## config.mk

```make
export PLATFORM = sky130hd
export DESIGN_NAME = mem_bist_initiator_flat
export DESIGN_NICKNAME = d
export VERILOG_FILES = /design/src/rtl/mem_bist_initiator_if.sv /design/src/rtl/mem_bist_initiator.sv /design/src/flat_wrapper.sv
export SDC_FILE = /design/constraint.sdc
export NUM_CORES = 1
export LEC_CHECK = 0
export CAP_MARGIN = 10
export CORE_MARGIN = 5
export CORE_UTILIZATION = 25
export DETAILED_ROUTE_END_ITERATION = 8
export PLACE_DENSITY = 0.51
export SYNTH_ARGS = -nofsm -noshare
export SYNTH_HDL_FRONTEND = slang
export SYNTH_SLANG_ARGS = --single-unit
```

## constraint.sdc

```tcl
create_clock -name clk -period 5.9 [get_ports clk]
set_input_delay 1.18 -clock clk [delete_from_list [all_inputs] [get_ports clk]]
set_output_delay 1.18 -clock clk [all_outputs]
set_load 0.01 [all_outputs]
```

## src/rtl/mem_bist_initiator_if.sv

```systemverilog
// Single-port memory bus between the BIST initiator (master) and the memory (slave).
// Read data is registered in the memory: mem_rdata is valid one cycle after mem_addr.
interface mem_bist_initiator_if #(
  parameter int ADDR_W = 7,
  parameter int DATA_W = 8
);
  logic [ADDR_W-1:0] mem_addr;
  logic              mem_wr;
  logic [DATA_W-1:0] mem_wdata;
  logic [DATA_W-1:0] mem_rdata;

  modport master (
    output mem_addr,
    output mem_wr,
    output mem_wdata,
    input  mem_rdata
  );

  modport slave (
    input  mem_addr,
    input  mem_wr,
    input  mem_wdata,
    output mem_rdata
  );
endinterface

```

## src/rtl/mem_bist_initiator.sv

```systemverilog
// Memory BIST initiator: writes pattern(a) = a ^ SEED to every location, reads back and compares.
// Optional macro BIST_INV_PASS_EN adds a second write/read pass using ~pattern(a).
module mem_bist_initiator #(
  parameter int                ADDR_W = 7,
  parameter int                DATA_W = 8,
  parameter int                DEPTH  = 128,
  parameter logic [DATA_W-1:0] SEED   = 8'hA5
) (
  input  logic              clk,
  input  logic              rst,
  input  logic              start_i,
  mem_bist_initiator_if.master mem,
  output logic              busy_o,
  output logic              done_o,
  output logic              pass_o,
  output logic [7:0]        err_count_o,
  output logic [ADDR_W-1:0] first_err_addr_o,
  output logic [2:0]        dbg_state_o
);

  localparam int CNT_W = ADDR_W + 1;
  localparam logic [CNT_W-1:0] LAST = CNT_W'(DEPTH - 1);

  typedef enum logic [2:0] {
    S_IDLE  = 3'd0,
    S_WRITE = 3'd1,
    S_READ  = 3'd2,
    S_DRAIN = 3'd3,
    S_DONE  = 3'd4
  } state_t;

  state_t            state_q;
  logic [CNT_W-1:0]  cnt_q;
  logic [ADDR_W-1:0] mem_addr_q;
  logic              mem_wr_q;
  logic [DATA_W-1:0] mem_wdata_q;
  logic              busy_q;
  logic              done_q;
  logic              pass_q;
  logic [7:0]        err_q;
  logic [ADDR_W-1:0] first_err_q;
  logic              rd_vld_q;
  logic [DATA_W-1:0] exp_q;
  logic [ADDR_W-1:0] cmp_addr_q;
  logic              inv_q;

  logic [CNT_W-1:0]  cnt_d;
  logic              cnt_last;
  logic              mismatch;
  logic [7:0]        err_d;

  function automatic logic [DATA_W-1:0] pattern(input logic [ADDR_W-1:0] a, input logic inv);
    logic [DATA_W+ADDR_W-1:0] ext;
    logic [DATA_W-1:0]        p;
    ext = {{DATA_W{1'b0}}, a};
    p   = ext[DATA_W-1:0] ^ SEED;
    return inv ? ~p : p;
  endfunction

`ifndef BIST_INV_PASS_EN
  assign inv_q = 1'b0;
`endif

  assign cnt_d    = cnt_q + CNT_W'(1);
  assign cnt_last = (cnt_q == LAST);
  // rdata and exp_q both refer to the address presented one cycle earlier.
  assign mismatch = rd_vld_q && (mem.mem_rdata != exp_q);
  assign err_d    = (mismatch && (err_q != 8'hFF)) ? err_q + 8'd1 : err_q;

  always_ff @(posedge clk) begin
    if (rst) begin
      state_q     <= S_IDLE;
      cnt_q       <= '0;
      mem_addr_q  <= '0;
      mem_wr_q    <= 1'b0;
      mem_wdata_q <= '0;
      busy_q      <= 1'b0;
      done_q      <= 1'b0;
      pass_q      <= 1'b0;
      err_q       <= '0;
      first_err_q <= '0;
      rd_vld_q    <= 1'b0;
      exp_q       <= '0;
      cmp_addr_q  <= '0;
`ifdef BIST_INV_PASS_EN
      inv_q       <= 1'b0;
`endif
    end else begin
      rd_vld_q   <= (state_q == S_READ);
      exp_q      <= pattern(mem_addr_q, inv_q);
      cmp_addr_q <= mem_addr_q;

      if (mismatch) begin
        err_q <= err_d;
        if (err_q == 8'd0) first_err_q <= cmp_addr_q;
      end

      case (state_q)
        S_IDLE, S_DONE: begin
          if (start_i) begin
            state_q     <= S_WRITE;
            cnt_q       <= '0;
            mem_addr_q  <= '0;
            mem_wr_q    <= 1'b1;
            mem_wdata_q <= pattern('0, 1'b0);
            busy_q      <= 1'b1;
            done_q      <= 1'b0;
            pass_q      <= 1'b0;
            err_q       <= '0;
            first_err_q <= '0;
`ifdef BIST_INV_PASS_EN
            inv_q       <= 1'b0;
`endif
          end
        end
        S_WRITE: begin
          if (cnt_last) begin
            state_q     <= S_READ;
            cnt_q       <= '0;
            mem_addr_q  <= '0;
            mem_wr_q    <= 1'b0;
            mem_wdata_q <= '0;
          end else begin
            cnt_q       <= cnt_d;
            mem_addr_q  <= cnt_d[ADDR_W-1:0];
            mem_wdata_q <= pattern(cnt_d[ADDR_W-1:0], inv_q);
          end
        end
        S_READ: begin
          if (cnt_last) begin
            state_q <= S_DRAIN;
          end else begin
            cnt_q      <= cnt_d;
            mem_addr_q <= cnt_d[ADDR_W-1:0];
          end
        end
        S_DRAIN: begin
`ifdef BIST_INV_PASS_EN
          if (!inv_q) begin
            // Second pass with inverted data; error state carries over.
            state_q     <= S_WRITE;
            inv_q       <= 1'b1;
            cnt_q       <= '0;
            mem_addr_q  <= '0;
            mem_wr_q    <= 1'b1;
            mem_wdata_q <= pattern('0, 1'b1);
          end else begin
            state_q <= S_DONE;
            busy_q  <= 1'b0;
            done_q  <= 1'b1;
            pass_q  <= (err_d == 8'd0);
          end
`else
          state_q <= S_DONE;
          busy_q  <= 1'b0;
          done_q  <= 1'b1;
          pass_q  <= (err_d == 8'd0);
`endif
        end
        default: state_q <= S_IDLE;
      endcase
    end
  end

  assign mem.mem_addr     = mem_addr_q;
  assign mem.mem_wr       = mem_wr_q;
  assign mem.mem_wdata    = mem_wdata_q;
  assign busy_o           = busy_q;
  assign done_o           = done_q;
  assign pass_o           = pass_q;
  assign err_count_o      = err_q;
  assign first_err_addr_o = first_err_q;
  assign dbg_state_o      = state_q;

endmodule

```

## src/flat_wrapper.sv

```systemverilog
// flat-port wrapper written by rule: the top's interface ports become plain ports
module mem_bist_initiator_flat 
#(
  parameter int                ADDR_W = 7,
  parameter int                DATA_W = 8,
  parameter int                DEPTH  = 128,
  parameter logic [DATA_W-1:0] SEED   = 8'hA5
)
  (clk, rst, start_i, busy_o, done_o, pass_o, err_count_o, first_err_addr_o, dbg_state_o, mem_mem_addr, mem_mem_wr, mem_mem_wdata, mem_mem_rdata);
  mem_bist_initiator_if #(.ADDR_W(ADDR_W), .DATA_W(DATA_W)) mem_i ();
  input  logic clk;
  input  logic rst;
  input  logic start_i;
  output logic busy_o;
  output logic done_o;
  output logic pass_o;
  output logic [7:0] err_count_o;
  output logic [ADDR_W-1:0] first_err_addr_o;
  output logic [2:0] dbg_state_o;
  output wire logic [$bits(mem_i.mem_addr)-1:0] mem_mem_addr;
  output wire logic [$bits(mem_i.mem_wr)-1:0] mem_mem_wr;
  output wire logic [$bits(mem_i.mem_wdata)-1:0] mem_mem_wdata;
  input wire logic [$bits(mem_i.mem_rdata)-1:0] mem_mem_rdata;
  assign mem_mem_addr = mem_i.mem_addr;
  assign mem_mem_wr = mem_i.mem_wr;
  assign mem_mem_wdata = mem_i.mem_wdata;
  assign mem_i.mem_rdata = mem_mem_rdata;
  mem_bist_initiator #(.ADDR_W(ADDR_W), .DATA_W(DATA_W), .DEPTH(DEPTH), .SEED(SEED)) u_core (.clk(clk), .rst(rst), .start_i(start_i), .mem(mem_i), .busy_o(busy_o), .done_o(done_o), .pass_o(pass_o), .err_count_o(err_count_o), .first_err_addr_o(first_err_addr_o), .dbg_state_o(dbg_state_o));
endmodule
```

**Yosys cells after proc, flatten, opt, wreduce, memory -nomap -nowiden**

Index checks and enable logic that the tools add are counted.

- Register bits after elaboration: 61
- Output and inout port bits: 37
- Input port bits: 11
- Logic and storage cells: 72

- Mux-type cells: 30
- Bitwise operators: 2
- Add/sub/neg operators: 2
- Eq/ne operators: 11
- Reduce and logical (&&, ||, !) cells: 14

Operator list:

| kind | number |
|---|---|
| $mux 8 | 9 |
| $mux 7 | 7 |
| $pmux 8 s3 | 1 |
| $pmux 7 s3 | 1 |
| $add 8x1->8 const B | 2 |
| $logic_not 8->1 | 2 |
| $pmux 8 s2 | 1 |
| $pmux 3 s4 | 1 |
| $mux 3 | 3 |
| $reduce_and 3->1 | 3 |
| $eq 8x7->1 const B | 1 |
| $ne 8x8->1 | 1 |
| $ne 8x8->1 const B | 1 |
| $not 3->4 | 2 |
| $pmux 1 s2 | 4 |
| $eq 3x2->1 const B | 2 |
| $ne 2x1->1 const B | 2 |
| $ne 2x2->1 const B | 2 |
| $reduce_and 2->1 | 2 |
| $reduce_bool 2->1 | 2 |
| $eq 3x1->1 const B | 1 |
| $eq 3x3->1 const B | 1 |
| $logic_not 3->1 | 1 |
| $mux 1 | 3 |
| other kinds (3) | 4 |

**Depth between registers and ports, before layout**

Gate-level depths: netlist of run 1.

- Word-level depth: 7
- Depth in mapped cells: 8
- Mapped depth without buffers: 7

**Worst setup path after synthesis of run 1**

No wires, ideal clock.

- Path type: input -> register
- Start point: in mem_mem_rdata[6]
- End point: reg u_core.first_err_q[6] (netlist: u_core.first_err_addr_o[6])
- Data arrival time: 2.338 ns
- Setup time: 0.132 ns
- Required time: 5.768 ns
- Cell stages on the path: 7
- Slack: 3.429 ns
- Buffers on the path: 1
- Cells stage by stage: xnor2_1 > nand4_1 > o21ai_0 > or4b_1 > buf_6 > mux2i_1 > nor2_1

- Word-level cells in the longest chain between the ends: 5

RTL lines:

| element | line | RTL |
|---|---|---|
| start: declaration | flat_wrapper.sv:23 | `input wire logic [$bits(mem_i.mem_rdata)-1:0] mem_mem_rdata;` |
| $ne 8x8->1 * | mem_bist_initiator.sv:67 | `assign mismatch = rd_vld_q && (mem.mem_rdata != exp_q);` |
| $logic_and 1x1->1 * | mem_bist_initiator.sv:67 |  |
| $mux 7 * | mem_bist_initiator.sv:93 | `if (mismatch) begin` |
| $mux 7 | mem_bist_initiator.sv:100 | `if (start_i) begin` |
| $mux 7 * | mem_bist_initiator.sv:98 | `case (state_q)` |
| end signal: assignment | mem_bist_initiator.sv:95 | `if (err_q == 8'd0) first_err_q <= cmp_addr_q;` |
| end: declaration | mem_bist_initiator.sv:41 | `logic [ADDR_W-1:0] first_err_q;` |

Mark *: on every way between the ends. The rest lies on a longest branch, timed or not.
A chain may end at the register's enable or synchronous reset.

**Final worst setup path of run 1**

- Start point: in mem_mem_rdata[0]
- End point: reg u_core.first_err_q[1] (netlist: u_core.first_err_addr_o[1])

The elaborated chain is that of the path after synthesis.

==> summary.md, run 1 <==
| Metric | Value |
|---|---|
| Site row count | `34` |
| Remaining number of nets flagged by the antenna check after routing | `0` |
| Number of input and output port buffers inserted | `between 40 and 50` |
| Clock transition at the registers of the reported paths | `about 0.10 ns` |
| DRC violation total after the first TritonRoute iteration | `approximately 110` |
| Ys Warns | `0` |
| Number of flops mapped to enable cells by yosys | `0` |
| Number of antenna violations at the first check in global routing | `0` |
| Max frequency | `292 MHz` |
| Net count of the mapped netlist | `270` |
| Top-area cell type share of the netlist area | `roughly 44%` |
| Biggest cell delay along the critical path | `slightly above 0.9 ns` |
| Top cell family by delay on the critical path | `compound AO/OA/AOI/OAI gates` |
| Synth Flop Type | `sky130_fd_sc_hd__dfxtp_1` |
| Clock latency at the later pin of the worst-skew pair | `~0.3 ns` |
| Worst endpoint data arrival time | `~3.6 ns` |
| Total grt overflow | `0` |
| Ranking of synthesized cells by area | `sky130_fd_sc_hd__dfxtp_1 (44%), sky130_fd_sc_hd__nor2_1 (6.1%), sky130_fd_sc_hd__xnor2_1 (5.8%)` |
| Post-Route Skew | `approximately 0.0073 ns` |
| Setup-failing EPs final | `0` |
| Area overhead of the layout relative to synthesis | `27.3%` |
| Path class of the lowest-slack min-delay path | `flip-flop to flip-flop` |
| Clock tree from TritonCTS | `yes` |
| Final critical path time including I/O delays and setup | `3.43 ns` |
| Max Cap Violations | `0` |
| Number of instances in the synthesized netlist | `256` |
| Via density per instance | `4.59` |
| Count of TritonRoute iterations in the first routing pass | `4` |
| Final #Nets | `approximately 300` |
| Startpoint type of the worst setup path | `primary input` |
| Wire length of the first global-routing pass | `between 9 and 10 mm` |
| Worst Max-Slew Pin Slew | `1.14 ns` |
| Setup Total Neg Slack | `0 ns` |
| H-tree depth | `2` |
| Vias in the first global route | `approximately 1,800` |
| DRC errors left | `0` |
| CP Data Required Time | `around 6.1 ns` |
| Slew margin rel. | `a little under a quarter` |
| Endpoint kind of the worst setup timing path | `flip-flop` |
| Proportion of register bits with asynchronous set or reset after synthesis | `0%` |
| Cell chosen for the clock root | `sky130_fd_sc_hd__clkbuf_8` |
| Part of the Yosys area used for sequential elements | `44.0%` |
| Distinct cells, synth | `45` |
| Slowest cell on the critical path | `sky130_fd_sc_hd__o21ai_0` |
| Pin count of the biggest net entering global routing | `30` |
| Routed length per instance | `14.0 um` |
| Diode insertion count for antenna repair | `0` |
| Number of buffers added by the clock tree synthesis step | `5` |
| Most used standard cell by instance count after synthesis | `sky130_fd_sc_hd__dfxtp_1` |
| Outcome | `finished clean` |
| Vert. Die Dim | `105 um` |
| PD cells | `between 200 and 250 nW/um^2` |
| Worst hold slack across all endpoints | `roughly 0.47 ns` |
| Placed instance area | `2780 sq um` |
| Share of layout cells above drive strength 1 | `between 5 and 6%` |
| Buffer depth of the longest clock path | `2` |
| Count of pins over their slew limit | `0` |
| Detailed Route WL | `~5.6 mm` |
| Average instance area after synthesis | `8.88 sq um` |
| Worst-path cell chain | `clkdlybuf4s50_1, xnor2_1, nand4_1, o21ai_0, or4b_1, mux2i_1, nor2_1` |
| Routability congestion estimate from global placement | `about 0.80` |
| Leakage Power | `approximately 1.1 nW` |
| Cell types with the highest counts after synthesis | `sky130_fd_sc_hd__dfxtp_1 (50), sky130_fd_sc_hd__nor2_1 (37), sky130_fd_sc_hd__a21oi_1 (15), sky130_fd_sc_hd__xnor2_1 (15), sky130_fd_sc_hd__nand2_1 (14)` |
| Cell accounting for the most synthesized area | `sky130_fd_sc_hd__dfxtp_1` |
| Number of vias in the routed layout | `approximately 1,800` |
| Number of buffer and inverter instances along the worst setup path | `1` |
| Synth Register Bits | `50` |
| Post-route standard cell area excluding fillers | `slightly below 3000 sq um` |
| Sinks on Clock Net | `50` |
| Placeable core region | `8810 sq um` |
| Share of the clock period used by the worst path after layout | `58.1%` |
| Post-Synthesis Cell Area | `2270 sq um` |
| Post-CTS setup repair buffer count | `0` |
| Global-route usage over all layers | `roughly a tenth` |
| Final Total Pwr | `roughly 660 uW` |
| Hold violation total from the final report | `0` |
| Unrepaired setup endpoints after global routing | `false` |
| Crit Path Class | `primary input to flip-flop` |
| Quantity of hold-fixing buffers added after cts | `0` |
| I/O pin count | `48` |
| HPWL after detailed placement | `about 4.2 mm` |
| Maximum vdd drop | `approximately 0.14 mV` |
| Critical-path maximum fanout | `12` |
| Horizontal die dimension | `roughly 110 um` |
| Initial Utilization | `about a quarter` |
| Number of resized instances in the post-cts repair step | `0` |
| Full die area | `~11,000 sq um` |
## cells in the final DEF, fill, tap and decap left out, types with 3 or more instances in the layout
cell	Yosys	layout
sky130_fd_sc_hd__dfxtp_1	50	50
sky130_fd_sc_hd__clkdlybuf4s50_1	0	47
sky130_fd_sc_hd__nor2_1	37	37
sky130_fd_sc_hd__a21oi_1	15	15
sky130_fd_sc_hd__xnor2_1	15	15
sky130_fd_sc_hd__nand2_1	14	14
sky130_fd_sc_hd__o21ai_0	9	9
sky130_fd_sc_hd__mux2i_1	9	9
sky130_fd_sc_hd__nor2b_1	9	9
sky130_fd_sc_hd__nand3_1	8	8
sky130_fd_sc_hd__nand2b_1	8	8
sky130_fd_sc_hd__inv_1	7	7
sky130_fd_sc_hd__nor3_1	7	7
sky130_fd_sc_hd__xor2_1	6	6
sky130_fd_sc_hd__clkbuf_8	0	5
sky130_fd_sc_hd__nand4_1	3	3
sky130_fd_sc_hd__o31ai_1	3	3
sky130_fd_sc_hd__ha_1	3	3
## worst min-delay path, stage by stage, from the launching register on
cell,delay (ns)
sky130_fd_sc_hd__dfxtp_1,0.32
sky130_fd_sc_hd__mux2i_1,0.05
sky130_fd_sc_hd__nor2_1,0.07
## worst paths after layout
kind | slack [ns] | cells past startpoint | startpoint | to
setup / recovery | 2.47 | 7 | mem_mem_rdata[0] | u_core.first_err_addr_o[1]$_SDFF_PP0_
hold / removal | 0.47 | 2 | u_core.cmp_addr_q[5]$_SDFF_PP0_ | u_core.first_err_addr_o[5]$_SDFF_PP0_
setup reg to reg | 3.47 | 6 | u_core.exp_q[0]$_SDFF_PP0_ | u_core.first_err_addr_o[1]$_SDFF_PP0_
hold reg to reg | 0.47 | 2 | u_core.cmp_addr_q[5]$_SDFF_PP0_ | u_core.first_err_addr_o[5]$_SDFF_PP0_
## per-layer routing
metal | global-route usage (%) | part of all wire (%)
met2 | 16.8 | 46
met5 | 0 | 0
met1 | 13.5 | 47
met3 | 3.67 | 5.6
met4 | 2.06 | 0.99
## power by group
group	switching (mW)	internal, mW	total [mW]
logic	0.0296	0.0295	0.0591
clock network	0.123	0.130	0.253
registers	0.00758	0.345	0.353
total	0.160	0.504	0.664
## registers in the layout, indices dropped and copies added (netlist names)
register and cells:
u_core.mem.mem_wdata 8, u_core.err_count_o 8, u_core.busy_o 1, u_core.pass_o 1
u_core.done_o 1, u_core.mem.mem_wr 1, u_core.rd_vld_q 1, u_core.dbg_state_o 3
u_core.exp_q 5, u_core.cmp_addr_q 6, u_core.cnt_q 2, u_core.mem.mem_addr 6
u_core.first_err_addr_o 7
## per-stage QoR
stage / worst slack [ns] / utilization [%] / cells
detailed placement: 2.15 / 31.5 / 394
global route: 2.29 / 32.9 / 402
floorplan: 3.43 / - / 256
global placement: 2.21 / 31.5 / 394
finish: 2.47 / 32.9 / 402
CTS: 2.47 / 32.9 / 402
## cell families after synthesis
| logic type | share of synthesized area (%) |
|---|---|
| AO/OA/AOI/OAI | 12.8 |
| XOR/XNOR | 8.09 |
| adder cells (fa/ha/maj) | 1.65 |
| buffers and inverters | 6.27 |
| flip-flops | 44.0 |
| multiplexers | 4.46 |
| AND/OR/NAND/NOR | 22.7 |
## layout make-up
cell class	instances	area, sq um
Clock buffer	5	68.8
Timing Repair Buffer	49	485
Multi-Input combinational cell	180	1130
Clock inverter	3	47.5
Tap cell	108	135
Fill cell	937	5910
Inverter	7	26.3
Sequential cell	50	1000
No activity file was read; power rests on OpenSTA's default activity.
==> run 2, diff against run 1 <==
--- a/config.mk
+++ b/config.mk
@@ -9,7 +9,7 @@
 export CORE_MARGIN = 5
 export CORE_UTILIZATION = 25
 export DETAILED_ROUTE_END_ITERATION = 8
-export PLACE_DENSITY = 0.51
+export PLACE_DENSITY = 0.53
 export SYNTH_ARGS = -nofsm -noshare
 export SYNTH_HDL_FRONTEND = slang
 export SYNTH_SLANG_ARGS = --single-unit
==> constraint.sdc (replaced) <==
create_clock -name clk -period 2.84 [get_ports clk]
set_input_delay 0.568 -clock clk [delete_from_list [all_inputs] [get_ports clk]]
set_output_delay 0.568 -clock clk [all_outputs]
set_load 0.01 [all_outputs]
==> run 2 against run 1 <==
Against the previous run:
- design area up 0.52%
- via count down 0.76%
- clock skew down 0.00077 ns
- wire length down 2.1%
- final cell count up 0.50%
- register-to-register slack worse by 2.8 ns
- utilization up 0.17 points
- worst hold slack better by 0.0051 ns
- global-route usage down 0.30 points
- clock-buffer cell count unchanged
- critical path type is now flip-flop to flip-flop
- largest cell class unchanged
==> summary.md, run 2 (synthesis results as in run 1) <==
| Metric | Value |
|---|---|
| Outcome | `finished clean` |
| Endpoint kind of the worst setup timing path | `flip-flop` |
| Detailed Route WL | `between 5 and 6 mm` |
| Worst min-delay path endpoint | `u_core.mem.mem_wr$_SDFFE_PP0P_` |
| Share of the core filled with cells | `between 30% and 40%` |
| Minimum setup slack in the final design | `~0.68 ns` |
| Register share of total power | `53.0%` |
| Quantity of hold-fixing buffers added after cts | `0` |
| Leading cell type in the layout, fill and taps excluded | `sky130_fd_sc_hd__dfxtp_1` |
| Leakage Power | `roughly 1.1 nW` |
| Worst endpoint data arrival time | `2.36 ns` |
| Pin count of the biggest net entering global routing | `29` |
| Unrepaired setup endpoints after global routing | `false` |
| Most used cells in the layout excluding fill and tap cells | `sky130_fd_sc_hd__dfxtp_1 (50), sky130_fd_sc_hd__clkdlybuf4s50_1 (47), sky130_fd_sc_hd__nor2_1 (37)` |
| Placeable core region | `8810 sq um` |
| Remaining number of nets flagged by the antenna check after routing | `0` |
| Number of buffers added by the clock tree synthesis step | `5` |
| Total grt overflow | `0` |
| R2r startpoint | `u_core.err_count_o[0]$_SDFF_PP0_` |
| DRC errors left | `0` |
| Biggest cell delay along the critical path | `around 0.7 ns` |
| Horizontal die dimension | `approximately 110 um` |
| Count of placed standard cells including taps | `between 300 and 400` |
| CP Data Required Time | `roughly 3.0 ns` |
| Final non-filler cell total | `about 400` |
| Hold Crit Depth | `2` |
| I/O pin count | `between 40 and 50` |
| Diode insertion count for antenna repair | `0` |
| Site row count | `34` |
| Path class of the lowest-slack min-delay path | `flip-flop to flip-flop` |
| DRC violation total after the first TritonRoute iteration | `57` |
| Post-CTS setup repair buffer count | `0` |
| Switching component of the power | `about 330 uW` |
| Initial Utilization | `25.8%` |
| Worst-path cell chain | `inv_1, ha_1, or4b_1, or4b_1, mux2i_1, nor2_1` |
| Worst hold slack across all endpoints | `between 0.4 and 0.5 ns` |
| Post-Route Skew | `approximately 0.0066 ns` |
| Pre-CTS setup slack | `0.365 ns` |
| Endpoint of the lowest-slack register-to-register path | `u_core.first_err_addr_o[1]$_SDFF_PP0_` |
| HPWL after detailed placement | `between 4 and 5 mm` |
| Worst Max-Slew Pin Slew | `between 0.5 and 0.6 ns` |
| Internal power | `1.05 mW` |
| Proportion of total power due to net switching | `24.0%` |
| Max Cap Violations | `0` |
| H-tree depth | `2` |
| Clock tree from TritonCTS | `yes` |
| Sinks on Clock Net | `50` |
| Number of input and output port buffers inserted | `between 40 and 50` |
| Max frequency | `463 MHz` |
| Clock latency at the later pin of the worst-skew pair | `slightly above 0.3 ns` |
| Vert. Die Dim | `105 um` |
| Slowest cell on the critical path | `sky130_fd_sc_hd__or4b_1` |
| Count of pins over their slew limit | `0` |
| Setup-failing EPs final | `0` |
| Share of total power in the clock network | `roughly 38%` |
| Crit Path Class | `flip-flop to flip-flop` |
| Via density per instance | `roughly 4.5` |
| Startpoint type of the worst setup path | `flip-flop` |
| Most frequent CP cell | `sky130_fd_sc_hd__or4b_1` |
| Full die area | `11,100 sq um` |
| Number of vias in the routed layout | `between 1,500 and 2,000` |
| Final critical path time including I/O delays and setup | `about 2.2 ns` |
| Worst R2R Path Depth | `6` |
| Vias in the first global route | `about 1,700` |
| Maximum vdd drop | `0.206 mV` |
| Routed length per instance | `between 10 and 15 um` |
| Setup Total Neg Slack | `0 ns` |
| Critical-path maximum fanout | `7` |
| Final Total Pwr | `1.38 mW` |
| Number of antenna violations at the first check in global routing | `0` |
| Post-route standard cell area excluding fillers | `~2900 sq um` |
| Count of TritonRoute iterations in the first routing pass | `4` |
| Wire length of the first global-routing pass | `just over 9 mm` |
| Routability congestion estimate from global placement | `0.761` |
| Cell chosen for the clock root | `sky130_fd_sc_hd__clkbuf_8` |
| PD cells | `between 400 and 500 nW/um^2` |
| Register-to-register setup slack | `a little under 0.7 ns` |
| FILL cells | `around 920` |
| Final #Nets | `~310` |
| Share of the clock period used by the worst path after layout | `76.0%` |
| Global-route usage over all layers | `between 10% and 20%` |
| Area overhead of the layout relative to synthesis | `28.0%` |
| Slew margin rel. | `about 66%` |
| Clock transition at the registers of the reported paths | `approximately 0.1 ns` |
| Number of resized instances in the post-cts repair step | `0` |
| Placed instance area | `2790 sq um` |
| Critical hold path startpoint | `u_core.mem.mem_wr$_SDFFE_PP0P_` |
| Share of layout cells above drive strength 1 | `6.08%` |
| Buffer depth of the longest clock path | `2` |
| Hold violation total from the final report | `0` |
| Portion of total power attributed to combinational logic | `9.0%` |
-- run 2: cell types whose count changed in the layout (fill, tap and decap cells not counted) --
cell / previous run / this run
sky130_fd_sc_hd__buf_4: 2 / 4
-- run 2: power groups by stage --
| stage | sequential, mW | clock, mW | combinational (mW) |
|---|---|---|---|
| after floorplan | 0.747 | 0 | 0.0666 |
| after global placement | 0.749 | 0 | 0.125 |
| after detailed placement | 0.749 | 0 | 0.125 |
| after CTS | 0.732 | 0.542 | 0.126 |
| after global routing | 0.735 | 0.577 | 0.136 |
| final | 0.732 | 0.523 | 0.125 |
-- run 2: routing by layer --
| metal | vias up | routed length, um | track usage [%] |
|---|---|---|---|
| met2 | 43 | 2400 | 15.4 |
| met4 | 0 | 53 | 2.53 |
| met3 | 7 | 326 | 3.36 |
| met1 | 833 | 2740 | 13.8 |
| met5 | - | 0 | 0 |
| li1 | 948 | - | - |
-- run 2: worst max-delay path by stage --
stage	slack, ns	endpoint	startpoint
after global routing	0.49	u_core.first_err_addr_o[6]$_SDFF_PP0_	u_core.err_count_o[0]$_SDFF_PP0_
after CTS	0.64	u_core.first_err_addr_o[2]$_SDFF_PP0_	u_core.err_count_o[0]$_SDFF_PP0_
after floorplan	0.91	u_core.first_err_addr_o[6]$_SDFF_PP0_	u_core.err_count_o[0]$_SDFF_PP0_
final	0.68	u_core.first_err_addr_o[1]$_SDFF_PP0_	u_core.err_count_o[0]$_SDFF_PP0_
after global placement	0.39	u_core.first_err_addr_o[6]$_SDFF_PP0_	mem_mem_rdata[4]
after detailed placement	0.36	u_core.first_err_addr_o[2]$_SDFF_PP0_	mem_mem_rdata[4]
-- run 2: cell type report --
cell class | instances | area (sq um) | area share (%)
Multi-Input combinational cell | 180 | 1130 | 38.8
Sequential cell | 50 | 1000 | 34.4
Timing Repair Buffer | 51 | 500 | 17.2
Tap cell | 108 | 135 | 4.65
Clock buffer | 5 | 68.8 | 2.37
Clock inverter | 3 | 47.5 | 1.63
Inverter | 7 | 26.3 | 0.903
-- run 2: critical path: cells and delay by family (launching register included) --
family,cells,cell delay (ns)
and+or+nand+nor,3,1.18
DFF,1,0.39
muxes,1,0.22
adders and majority gates,1,0.15
buffers and inverters,1,0.10
==> run 3, diff against run 2 <==
--- a/config.mk
+++ b/config.mk
@@ -9,7 +9,7 @@
 export CORE_MARGIN = 5
 export CORE_UTILIZATION = 25
 export DETAILED_ROUTE_END_ITERATION = 8
-export PLACE_DENSITY = 0.53
+export PLACE_DENSITY = 0.51
 export SYNTH_ARGS = -nofsm -noshare
 export SYNTH_HDL_FRONTEND = slang
 export SYNTH_SLANG_ARGS = --single-unit
==> constraint.sdc (replaced) <==
create_clock -name clk -period 2.2 [get_ports clk]
set_input_delay 0.44 -clock clk [delete_from_list [all_inputs] [get_ports clk]]
set_output_delay 0.44 -clock clk [all_outputs]
set_load 0.01 [all_outputs]
==> run 3 against run 2 <==
Against the previous run:
- critical path depth is 5 lower
- global-route usage up 0.38 points
- worst hold slack worse by 0.0048 ns
- wire length up 2.6%
- critical path type is now flip-flop to output pin
- critical endpoint is now dbg_state_o[0]
- highest routed layer unchanged
==> summary.md, run 3 (synthesis results as in run 1) <==
| Metric | Value |
|---|---|
| Initial Utilization | `25.8%` |
| Pin count of the biggest net entering global routing | `19` |
| PD cells | `around 570 nW/um^2` |
| Routability congestion estimate from global placement | `0.801` |
| Worst R2R Path Depth | `7` |
| Outcome | `finished clean` |
| Site row count | `34` |
| Max frequency | `around 500 MHz` |
| Final #Nets | `322` |
| Post-CTS setup repair buffer count | `0` |
| I/O pin count | `48` |
| Worst-path cell chain | `clkdlybuf4s50_1` |
| CP Data Required Time | `~1.8 ns` |
| Sinks on Clock Net | `50` |
| FILL cells | `between 900 and 1,000` |
| Slew margin rel. | `70.0%` |
| Critical hold path startpoint | `u_core.cmp_addr_q[0]$_SDFF_PP0_` |
| Critical-path maximum fanout | `14` |
| Vert. Die Dim | `~110 um` |
| Count of pins over their slew limit | `0` |
| Number of buffers added by the clock tree synthesis step | `5` |
| Maximum vdd drop | `about 0.30 mV` |
| Biggest cell delay along the critical path | `roughly 0.63 ns` |
| Clock tree from TritonCTS | `yes` |
| Unrepaired setup endpoints after global routing | `false` |
| Startpoint type of the worst setup path | `flip-flop` |
| DRC errors left | `0` |
| Final critical path time including I/O delays and setup | `1.98 ns` |
| Full die area | `roughly 11,000 sq um` |
| R2r startpoint | `u_core.err_count_o[0]$_SDFF_PP0_` |
| Register-to-register setup slack | `roughly 0.23 ns` |
| Top cell family by delay on the critical path | `buffers and inverters` |
| Via density per instance | `between 4 and 5` |
| Setup-failing EPs final | `0` |
| Clock latency at the later pin of the worst-skew pair | `between 0.3 and 0.4 ns` |
| Total grt overflow | `0` |
| Register share of total power | `55.7%` |
| Final non-filler cell total | `417` |
| Endpoint kind of the worst setup timing path | `output pin` |
| Worst endpoint data arrival time | `approximately 1.5 ns` |
| Crit Path Class | `flip-flop to output pin` |
| Worst min-delay path endpoint | `u_core.first_err_addr_o[0]$_SDFF_PP0_` |
| Worst Max-Slew Pin Slew | `approximately 0.45 ns` |
| Share of layout cells above drive strength 1 | `roughly 10%` |
| Minimum setup slack in the final design | `0.218 ns` |
| Internal power | `between 1 and 1.5 mW` |
| Hold Crit Depth | `2` |
| Wire length of the first global-routing pass | `approximately 9.6 mm` |
| Quantity of hold-fixing buffers added after cts | `0` |
| Number of vias in the routed layout | `approximately 1,900` |
| DRC violation total after the first TritonRoute iteration | `between 70 and 80` |
| Number of input and output port buffers inserted | `47` |
| Switching component of the power | `440 uW` |
| Diode insertion count for antenna repair | `0` |
| Share of the clock period used by the worst path after layout | `90.1%` |
| Leakage Power | `1.13 nW` |
| Number of antenna violations at the first check in global routing | `0` |
| Hold violation total from the final report | `0` |
| Area overhead of the layout relative to synthesis | `31.9%` |
| Share of total power in the clock network | `between 30% and 40%` |
| Placeable core region | `around 9000 sq um` |
| Post-Route Skew | `0.00697 ns` |
| Proportion of total power due to net switching | `26.0%` |
| Number of resized instances in the post-cts repair step | `0` |
| Count of TritonRoute iterations in the first routing pass | `4` |
| Count of placed standard cells including taps | `around 410` |
| H-tree depth | `2` |
| Path class of the lowest-slack min-delay path | `flip-flop to flip-flop` |
| Routed length per instance | `13.6 um` |
| Most used cells in the layout excluding fill and tap cells | `sky130_fd_sc_hd__dfxtp_1 (50), sky130_fd_sc_hd__clkdlybuf4s50_1 (47), sky130_fd_sc_hd__nor2_1 (37)` |
| Horizontal die dimension | `~110 um` |
| Crit. path cell count | `1` |
| Portion of total power attributed to combinational logic | `between 10% and 20%` |
| Clock transition at the registers of the reported paths | `about 0.10 ns` |
| Cell chosen for the clock root | `sky130_fd_sc_hd__clkbuf_8` |
| Number of buffer and inverter instances along the worst setup path | `1` |
| Max Cap Violations | `0` |
| Detailed Route WL | `roughly 5.7 mm` |
| Slowest cell on the critical path | `sky130_fd_sc_hd__clkdlybuf4s50_1` |
| Endpoint of the lowest-slack register-to-register path | `u_core.first_err_addr_o[3]$_SDFF_PP0_` |
| Global-route usage over all layers | `a little over a tenth` |
| Vias in the first global route | `1,812` |
| Remaining number of nets flagged by the antenna check after routing | `0` |
| Leading cell type in the layout, fill and taps excluded | `sky130_fd_sc_hd__dfxtp_1` |
| Buffer depth of the longest clock path | `2` |
| Pre-CTS setup slack | `-0.0901 ns` |
| HPWL after detailed placement | `4.32 mm` |
## run 3: cell types whose count changed in the layout (fill, tap and decap cells not counted)
| cell | previous run | this run |
|---|---|---|
| sky130_fd_sc_hd__buf_4 | 4 | 16 |
| sky130_fd_sc_hd__bufinv_16 | 1 | 0 |
| sky130_fd_sc_hd__buf_12 | 0 | 1 |
| sky130_fd_sc_hd__clkinv_4 | 0 | 1 |
## run 3: worst max path at each step
stage,startpoint,to,slack (ns)
2_1_floorplan,u_core.err_count_o[0]$_SDFF_PP0_,u_core.first_err_addr_o[6]$_SDFF_PP0_,0.27
3_3_place_gp,mem_mem_rdata[4],u_core.first_err_addr_o[2]$_SDFF_PP0_,-0.07
3_5_place_dp,mem_mem_rdata[4],u_core.first_err_addr_o[0]$_SDFF_PP0_,-0.09
4_1_cts,u_core.dbg_state_o[0]$_SDFFE_PP0P_,dbg_state_o[0],0.19
5_1_grt,u_core.dbg_state_o[0]$_SDFFE_PP0P_,dbg_state_o[0],0.10
6_report,u_core.dbg_state_o[0]$_SDFFE_PP0P_,dbg_state_o[0],0.22
## run 3: layout make-up
cell class	instances	area (sq um)	area share (%)
timing repair buffer	64	611	20.4
multi-input combinational	180	1130	37.7
inverter	7	26.3	0.876
clock inverter	3	26.3	0.876
sequential	50	1000	33.4
tap	108	135	4.51
clock buffer	5	68.8	2.30
## run 3: worst reg2reg max path, stage by stage (launching register included)
cell	delay (ns)
sky130_fd_sc_hd__dfxtp_1	0.34
sky130_fd_sc_hd__inv_1	0.08
sky130_fd_sc_hd__ha_1	0.15
sky130_fd_sc_hd__or4b_1	0.44
sky130_fd_sc_hd__or4b_1	0.49
sky130_fd_sc_hd__buf_4	0.19
sky130_fd_sc_hd__mux2i_1	0.15
sky130_fd_sc_hd__nor2_1	0.05
## run 3: power groups by stage
stage	clock network [mW]	logic, mW	registers (mW)
after global routing	0.632	0.198	0.947
after detailed placement	0	0.182	0.964
after floorplan	0	0.0860	0.965
final	0.572	0.179	0.943
after CTS	0.592	0.183	0.944
after global placement	0	0.180	0.964
## run 3: stage by stage
step / power [mW] / TNS, ns / cell area [sq um] / utilization, % / hold slack (ns)
finish: 1.69 / 0 / 3000 / 34.0 / 0.471
global placement: 1.14 / -0.458 / 2900 / 33.0 / 0.442
detailed placement: 1.15 / -0.649 / 2900 / 33.0 / 0.454
floorplan: 1.05 / 0 / 2270 / - / 0.437
global route: 1.78 / 0 / 3000 / 34.0 / 0.505
CTS: 1.72 / 0 / 3000 / 34.0 / 0.475
## run 3: layer usage
| metal | global-route usage (%) | routed length (um) |
|---|---|---|
| met1 | 14.5 | 2800 |
| met2 | 16.3 | 2560 |
| met3 | 2.81 | 251 |
| met4 | 2.53 | 48 |
| met5 | 0 | 0 |
